==> src/rtl/uart_rx_pkg.sv <==
// uart_rx_pkg: shared types and constants for the serial UART receiver.
//   rx_state_e       receiver FSM state encoding
//   MIN_CLKS_PER_BIT smallest usable oversampling ratio
//   rx_err_t         per-frame error pulse bundle
package uart_rx_pkg;

  localparam int MIN_CLKS_PER_BIT = 4;

  typedef enum logic [2:0] {
    ST_IDLE,
    ST_START,
    ST_DATA,
    ST_PARITY,
    ST_STOP,
    ST_WAIT_IDLE
  } rx_state_e;

  typedef struct packed {
    logic frame;
    logic parity;
    logic brk;
    logic overflow;
  } rx_err_t;

endpackage

==> src/rtl/uart_rx_fifo.sv <==
// uart_rx_fifo: synchronous show-ahead FIFO for received bytes.
//   clk, rst_n  clock and synchronous active-low reset (empties the FIFO)
//   push_i      write data_i; accepted when not full, or when full with a pop
//               in the same cycle
//   pop_i       remove the head entry; ignored while empty
//   data_o      head entry, forced to 0 while empty
//   full_o      occupancy equals DEPTH
//   empty_o     occupancy is zero
//   level_o     current occupancy
module uart_rx_fifo #(
  parameter int DEPTH = 4,
  parameter int WIDTH = 8
) (
  input  logic                     clk,
  input  logic                     rst_n,
  input  logic                     push_i,
  input  logic [WIDTH-1:0]         data_i,
  input  logic                     pop_i,
  output logic [WIDTH-1:0]         data_o,
  output logic                     full_o,
  output logic                     empty_o,
  output logic [$clog2(DEPTH):0]   level_o
);

  localparam int AW = $clog2(DEPTH);
  localparam int LW = AW + 1;
  localparam logic [LW-1:0] FULL_LVL = LW'(DEPTH);

  logic [WIDTH-1:0] mem_q [DEPTH];
  logic [AW-1:0]    wr_ptr_q, wr_ptr_d;
  logic [AW-1:0]    rd_ptr_q, rd_ptr_d;
  logic [LW-1:0]    level_q, level_d;
  logic             do_push, do_pop;

  assign full_o  = (level_q == FULL_LVL);
  assign empty_o = (level_q == '0);
  assign level_o = level_q;
  assign data_o  = empty_o ? '0 : mem_q[rd_ptr_q];

  // A pop frees the head slot in the same edge, so a full FIFO can still accept.
  assign do_pop  = pop_i & ~empty_o;
  assign do_push = push_i & (~full_o | do_pop);

  always_comb begin
    wr_ptr_d = wr_ptr_q + AW'(do_push);
    rd_ptr_d = rd_ptr_q + AW'(do_pop);
    level_d  = level_q + LW'(do_push) - LW'(do_pop);
  end

  always_ff @(posedge clk) begin
    if (!rst_n) begin
      wr_ptr_q <= '0;
      rd_ptr_q <= '0;
      level_q  <= '0;
    end else begin
      wr_ptr_q <= wr_ptr_d;
      rd_ptr_q <= rd_ptr_d;
      level_q  <= level_d;
    end
  end

  always_ff @(posedge clk) begin
    if (do_push) begin
      mem_q[wr_ptr_q] <= data_i;
    end
  end

endmodule

==> src/rtl/uart_serial_rx.sv <==
// uart_serial_rx: 8-bit UART line receiver (optional parity) with output FIFO.
//   clk, rst_n    clock and synchronous active-low reset
//   rx_i          asynchronous serial line, idles high
//   rx_en_i       receiver enable; low aborts any frame in progress
//   data_o        head-of-FIFO byte (show-ahead), valid_o = FIFO not empty
//   ready_i       pops the head when valid_o is high
//   frame_err_o   pulse: stop bit sampled low
//   parity_err_o  pulse: parity mismatch
//   break_o       pulse: framing error with all-zero data (and parity) bits
//   overflow_o    pulse: good byte dropped because the FIFO was full
//   fifo_lvl_o    FIFO occupancy
//
// state      | meaning
// -----------+---------------------------------------------------------
// IDLE       | waiting for a low level on the synchronized line
// START      | half-bit wait, then confirm the start bit is still low
// DATA       | sampling 8 data bits LSB first, one per bit time
// PARITY     | sampling the parity bit and recording a mismatch
// STOP       | sampling the stop bit; push byte or report an error
// WAIT_IDLE  | after a framing error, wait for the line to return high
module uart_serial_rx
  import uart_rx_pkg::*;
#(
  parameter int CLKS_PER_BIT = 868,
  parameter int PARITY_EN    = 0,
  parameter int PARITY_ODD   = 0,
  parameter int FIFO_DEPTH   = 4
) (
  input  logic                          clk,
  input  logic                          rst_n,
  input  logic                          rx_i,
  input  logic                          rx_en_i,
  output logic [7:0]                    data_o,
  output logic                          valid_o,
  input  logic                          ready_i,
  output logic                          frame_err_o,
  output logic                          parity_err_o,
  output logic                          break_o,
  output logic                          overflow_o,
  output logic [$clog2(FIFO_DEPTH):0]   fifo_lvl_o
);

  localparam int CW = $clog2(CLKS_PER_BIT + 1);
  localparam logic [CW-1:0] CNT_FULL = CW'(CLKS_PER_BIT);
  localparam logic [CW-1:0] CNT_HALF = CW'(CLKS_PER_BIT / 2);
  localparam logic PAR_EN = (PARITY_EN != 0);
  localparam logic ODD    = (PARITY_ODD != 0);

  logic          sync1_q, sync2_q, rx_s;
  rx_state_e     state_q, state_d;
  logic [CW-1:0] cnt_q, cnt_d;
  logic [2:0]    bit_q, bit_d;
  logic [7:0]    shift_q, shift_d;
  logic          par_err_q, par_err_d;
  logic          par_bit_q, par_bit_d;
  rx_err_t       err_q, err_d;
  logic          push_req, fifo_full, fifo_empty, tick;

  assign rx_s = sync2_q;
  // The counter is loaded with the wait length and the sample is taken in
  // the cycle it reads 1, so a load of N samples exactly N cycles later.
  assign tick = (cnt_q == CW'(1));

  always_comb begin
    state_d   = state_q;
    cnt_d     = (cnt_q != '0) ? cnt_q - CW'(1) : cnt_q;
    bit_d     = bit_q;
    shift_d   = shift_q;
    par_err_d = par_err_q;
    par_bit_d = par_bit_q;
    push_req  = 1'b0;
    err_d     = '0;

    if (!rx_en_i) begin
      state_d = ST_IDLE;
    end else begin
      unique case (state_q)
        ST_IDLE: begin
          if (!rx_s) begin
            cnt_d   = CNT_HALF;
            state_d = ST_START;
          end
        end
        ST_START: begin
          if (tick) begin
            if (rx_s) begin
              state_d = ST_IDLE;
            end else begin
              cnt_d     = CNT_FULL;
              bit_d     = '0;
              par_err_d = 1'b0;
              par_bit_d = 1'b0;
              state_d   = ST_DATA;
            end
          end
        end
        ST_DATA: begin
          if (tick) begin
            shift_d = {rx_s, shift_q[7:1]};
            cnt_d   = CNT_FULL;
            bit_d   = bit_q + 3'd1;
            if (bit_q == 3'd7) begin
              state_d = PAR_EN ? ST_PARITY : ST_STOP;
            end
          end
        end
        ST_PARITY: begin
          if (tick) begin
            par_bit_d = rx_s;
            par_err_d = (((^shift_q) ^ rx_s) != ODD);
            cnt_d     = CNT_FULL;
            state_d   = ST_STOP;
          end
        end
        ST_STOP: begin
          if (tick) begin
            if (rx_s) begin
              if (par_err_q) err_d.parity = 1'b1;
              else           push_req     = 1'b1;
              state_d = ST_IDLE;
            end else begin
              err_d.frame = 1'b1;
              // par_bit_q stays 0 when parity is disabled
              err_d.brk   = (shift_q == 8'h00) && !par_bit_q;
              state_d     = ST_WAIT_IDLE;
            end
          end
        end
        ST_WAIT_IDLE: begin
          if (rx_s) state_d = ST_IDLE;
        end
        default: state_d = ST_IDLE;
      endcase
    end

    err_d.overflow = push_req & fifo_full & ~(valid_o & ready_i);
  end

  always_ff @(posedge clk) begin
    if (!rst_n) begin
      sync1_q   <= 1'b1;
      sync2_q   <= 1'b1;
      state_q   <= ST_IDLE;
      cnt_q     <= '0;
      bit_q     <= '0;
      shift_q   <= '0;
      par_err_q <= 1'b0;
      par_bit_q <= 1'b0;
      err_q     <= '0;
    end else begin
      sync1_q   <= rx_i;
      sync2_q   <= sync1_q;
      state_q   <= state_d;
      cnt_q     <= cnt_d;
      bit_q     <= bit_d;
      shift_q   <= shift_d;
      par_err_q <= par_err_d;
      par_bit_q <= par_bit_d;
      err_q     <= err_d;
    end
  end

  assign frame_err_o  = err_q.frame;
  assign parity_err_o = err_q.parity;
  assign break_o      = err_q.brk;
  assign overflow_o   = err_q.overflow;
  assign valid_o      = ~fifo_empty;

  uart_rx_fifo #(
    .DEPTH (FIFO_DEPTH),
    .WIDTH (8)
  ) u_fifo (
    .clk     (clk),
    .rst_n   (rst_n),
    .push_i  (push_req),
    .data_i  (shift_q),
    .pop_i   (ready_i),
    .data_o  (data_o),
    .full_o  (fifo_full),
    .empty_o (fifo_empty),
    .level_o (fifo_lvl_o)
  );

endmodule

==> config.mk <==
export PLATFORM = sky130hd
export DESIGN_NAME = uart_serial_rx
export DESIGN_NICKNAME = d
export VERILOG_FILES = /design/src/rtl/uart_rx_pkg.sv /design/src/rtl/uart_rx_fifo.sv /design/src/rtl/uart_serial_rx.sv
export SDC_FILE = /design/constraint.sdc
export NUM_CORES = 1
export LEC_CHECK = 0
export BUFFER_PORTS_ARGS = -buffer_cell sky130_fd_sc_hd__buf_2
export CAP_MARGIN = 25
export CORE_MARGIN = 1.5
export CORE_UTILIZATION = 28
export CTS_BUF_LIST = sky130_fd_sc_hd__clkbuf_8 sky130_fd_sc_hd__clkbuf_16
export DETAILED_ROUTE_END_ITERATION = 8
export PLACE_DENSITY = 0.52
export SYNTH_ARGS = -nofsm -noshare
export SYNTH_HDL_FRONTEND = slang
export SYNTH_SLANG_ARGS = --single-unit
==> constraint.sdc <==
create_clock -name clk -period 3.1 [get_ports clk]
set_clock_uncertainty 0.05 [all_clocks]
set_input_delay 0.31 -clock clk [delete_from_list [all_inputs] [get_ports clk]]
set_output_delay 0.31 -clock clk [all_outputs]
set_load 0.03 [all_outputs]
==> flow_metrics.env <==
export IMPL_instances_no_fill=463
export IMPL_yosys_warnings=0
export IMPL_diodes=0
export IMPL_drive_gt1_share_pct=17.8
export IMPL_dr_pass1_iters=4
export IMPL_p_leak_nw=1.42
export IMPL_setup_tns_final_ns=0
export IMPL_critical_path_slowest_cell="nor4_4"
export IMPL_clk_pin_slew_ns=0.06
export IMPL_postSynthNetCount=307
export IMPL_r2r_cells=7
export IMPL_clkLatencyLatePin_ns=0.33
export IMPL_rrSetupSlack_ns=0.60
export IMPL_grt_setup_unrepaired="no"
export IMPL_grt_start_max_net_pins=21
export IMPL_timing_hold_ws_ns=0.103
export IMPL_h_tree_depth=3
export IMPL_avgSynthCellArea_um2=11.3
export IMPL_boundaryPins=21
export IMPL_placementRows=39
export IMPL_worst_slew_pin_slew_ns=0.697
export IMPL_holdBufCountCts=0
export IMPL_numPortBuffers=20
export IMPL_gp_congestion=0.779
export IMPL_synth_cell_type_count=47
export IMPL_ys_async_sr_fraction_pct=0
export IMPL_finalPower_mw=3.01
export IMPL_synth_area_top_cells="edfxtp_1 29%, dfxtp_1 24%, mux4_2 5.5%"
export IMPL_cts_tree="done"
export IMPL_start_kind="register"
export IMPL_ys_flop_type="dfxtp_1"
export IMPL_maxSlewViolCount=0
export IMPL_yosysTopAreaCellShare_pct=29.5
export IMPL_fmax_mhz=399
export IMPL_cts_repair_resized=0
export IMPL_first_global_vias=2154
export IMPL_worstSetupPathType="reg -> reg"
export IMPL_setup_viol=0
export IMPL_wl_per_cell_um=14.3
export IMPL_finalWirelength_um=6610
export IMPL_hold_viol_final=0
export IMPL_initial_utilization_pct=28.7
export IMPL_max_vdd_ir_drop_uv=476
export IMPL_endpoint="u_fifo.level_o[1]$_SDFF_PN0_"
export IMPL_cp_max_fo=10
export IMPL_ys_seq_area_share_pct=53.5
export IMPL_dr_first_iter_drc_count=121
export IMPL_dieArea_um2=12300
export IMPL_root_buffer="clkbuf_16"
export IMPL_syn2layout_area_growth_pct=17.6
export IMPL_synthesis_instances=289
export IMPL_finalNetCount=333
export IMPL_min_path_type="in -> reg"
export IMPL_startpoint="cnt_q[4]$_SDFF_PN0_"
export IMPL_worstSetupEndpointType="register"
export IMPL_required_ns=3.27
export IMPL_status="finished, final reports clean"
export IMPL_r2r_start="cnt_q[4]$_SDFF_PN0_"
export IMPL_netlist_area_um2=3260
export IMPL_ant_nets=0
export IMPL_relSlewSlack_pct=52.4
export IMPL_die_w_um=111
export IMPL_power_density_nw_per_um2=787
export IMPL_clockBufferDepth=2
export IMPL_antenna_found_initial=0
export IMPL_cts_sinks=71
export IMPL_arrival_ns=2.68
export IMPL_vias_per_cell=4.85
export IMPL_yosysTopAreaCell="edfxtp_1"
export IMPL_r2r_end="u_fifo.level_o[1]$_SDFF_PN0_"
export IMPL_max_cap_violations=0
export IMPL_synth_edf_count=32
export IMPL_cts_setup_buffers=0
export IMPL_grt_pass1_wl_um=11200
export IMPL_vias=2244
export IMPL_route_detailed_drc=0
export IMPL_slowest_delay_ns=0.53
export IMPL_crit_chain="nor4_4 > and3_1 > nand4_1 > inv_1 > ha_1 > fa_1 > and2_1"
export IMPL_die_height_um=111
export IMPL_timing_final_crit_share_pct=80.7
export IMPL_period_needed_ns=2.50
export IMPL_grt_ovfl_total=0
export IMPL_synth_seq_cells=71
export IMPL_grt_usage_pct=11.6
export IMPL_fp_coreArea_um2=11400
export IMPL_numCtsBuffers=9
export IMPL_post_dp_hpwl_um=4550
export IMPL_dp_cells=447
[worst max-delay path: cells and delay by family, from the launching register on]
family	cells	cell delay (ns)
adder cells (fa/ha/maj)	2	0.58
buffers and inverters	1	0.17
flip-flops	1	0.38
AND/OR/NAND/NOR	4	1.22
[flip-flops by register name, indices dropped and copies added, names as in the netlist]
signal	count
u_fifo.mem_q	32
cnt_q	10
shift_q	8
bit_q	3
state_q	3
u_fifo.level_o	3
u_fifo.rd_ptr_q	2
u_fifo.wr_ptr_q	2
break_o	1
frame_err_o	1
overflow_o	1
par_bit_q	1
par_err_q	1
parity_err_o	1
rx_s	1
sync1_q	1
[Yosys cell counts, drive strengths merged (10+ instances only)]
library cell	instances
edfxtp	32
clkbuf	11
xnor2	10
nand3	13
nor2	14
inv	17
nor2b	11
o21ai	13
nand2	14
dfxtp	39
a21oi	15
ha	12
[metrics by stage]
stage,instance area [um^2],setup slack [ns],utilization (%)
after floorplan,3260,0.590,-
after global placement,3550,0.617,31.2
after detailed placement,3550,0.568,31.2
after CTS,3830,0.596,33.7
after global routing,3830,0.366,33.7
final,3830,0.597,33.7
[worst min path at each step]
stage | start | to | depth (start not counted)
floorplan | sync1_q$_SDFF_PN1_ | rx_s$_SDFF_PN1_ | 1
global placement | sync1_q$_SDFF_PN1_ | rx_s$_SDFF_PN1_ | 1
detailed placement | sync1_q$_SDFF_PN1_ | rx_s$_SDFF_PN1_ | 1
CTS | rx_i | sync1_q$_SDFF_PN1_ | 2
global route | rx_i | sync1_q$_SDFF_PN1_ | 2
finish | rx_i | sync1_q$_SDFF_PN1_ | 2
[kinds of logic (layout without fill, tap and decap cells)]
kind of cell    after synthesis  in the layout  share of synthesized area, %
compound gates               45             45                          8.49
xor+xnor                     10             10                          2.69
fa+ha+maj                    13             13                          5.22
buf+inv                      31             62                          3.65
flops                        71             71                          53.5
mux                          16             16                          7.99
simple gates                103            103                          18.5
[routing by layer]
| metal | vias up | GRT usage (%) | share of wire (%) |
|---|---|---|---|
| li1 | 1118 | - | - |
| met1 | 1087 | 15.9 | 50 |
| met2 | 35 | 17.2 | 46 |
| met3 | 4 | 4.43 | 3.1 |
| met4 | 0 | 2.82 | 0.76 |
| met5 | - | 0 | 0 |
[layout make-up]
cell class	count	area, um^2
Clock buffer	9	225
Clock inverter	7	61.3
Fill cell	1139	7540
Inverter	18	67.6
Multi-Input combinational cell	187	1400
Sequential cell	71	1740
Tap cell	143	179
Timing Repair Buffer	28	160
[cells in the final DEF, fill, tap and decap left out, types with 2 or more instances in the layout]
| master | Yosys | layout |
|---|---|---|
| a21oi_1 | 15 | 15 |
| ha_1 | 12 | 12 |
| nand3_1 | 13 | 13 |
| xnor2_1 | 10 | 10 |
| clkbuf_16 | 0 | 9 |
| nor3b_1 | 7 | 7 |
| dfxtp_1 | 39 | 39 |
| buf_2 | 2 | 20 |
| o22ai_1 | 2 | 2 |
| nand4_1 | 6 | 6 |
| and3_1 | 6 | 6 |
| nand2_1 | 14 | 14 |
| inv_1 | 17 | 17 |
| mux4_2 | 8 | 8 |
| mux2i_1 | 8 | 8 |
| buf_4 | 0 | 8 |
| nor2b_1 | 11 | 11 |
| edfxtp_1 | 32 | 32 |
| nand3b_1 | 2 | 2 |
| clkinvlp_4 | 0 | 2 |
| nor2_1 | 14 | 14 |
| a31oi_1 | 2 | 2 |
| nor4_1 | 2 | 2 |
| inv_6 | 0 | 3 |
| o21ai_0 | 13 | 13 |
| nor3_1 | 5 | 5 |
| a211oi_1 | 3 | 3 |
| nand2b_1 | 8 | 8 |
| or4_1 | 2 | 2 |
| and2_1 | 5 | 5 |
[report_power, final]
part / switching (mW) / internal, mW
sequential: 0.125 / 1.05
combinational: 0.477 / 0.382
clock: 0.424 / 0.557
total: 1.03 / 1.99
Power figures use the tool's default switching activity.
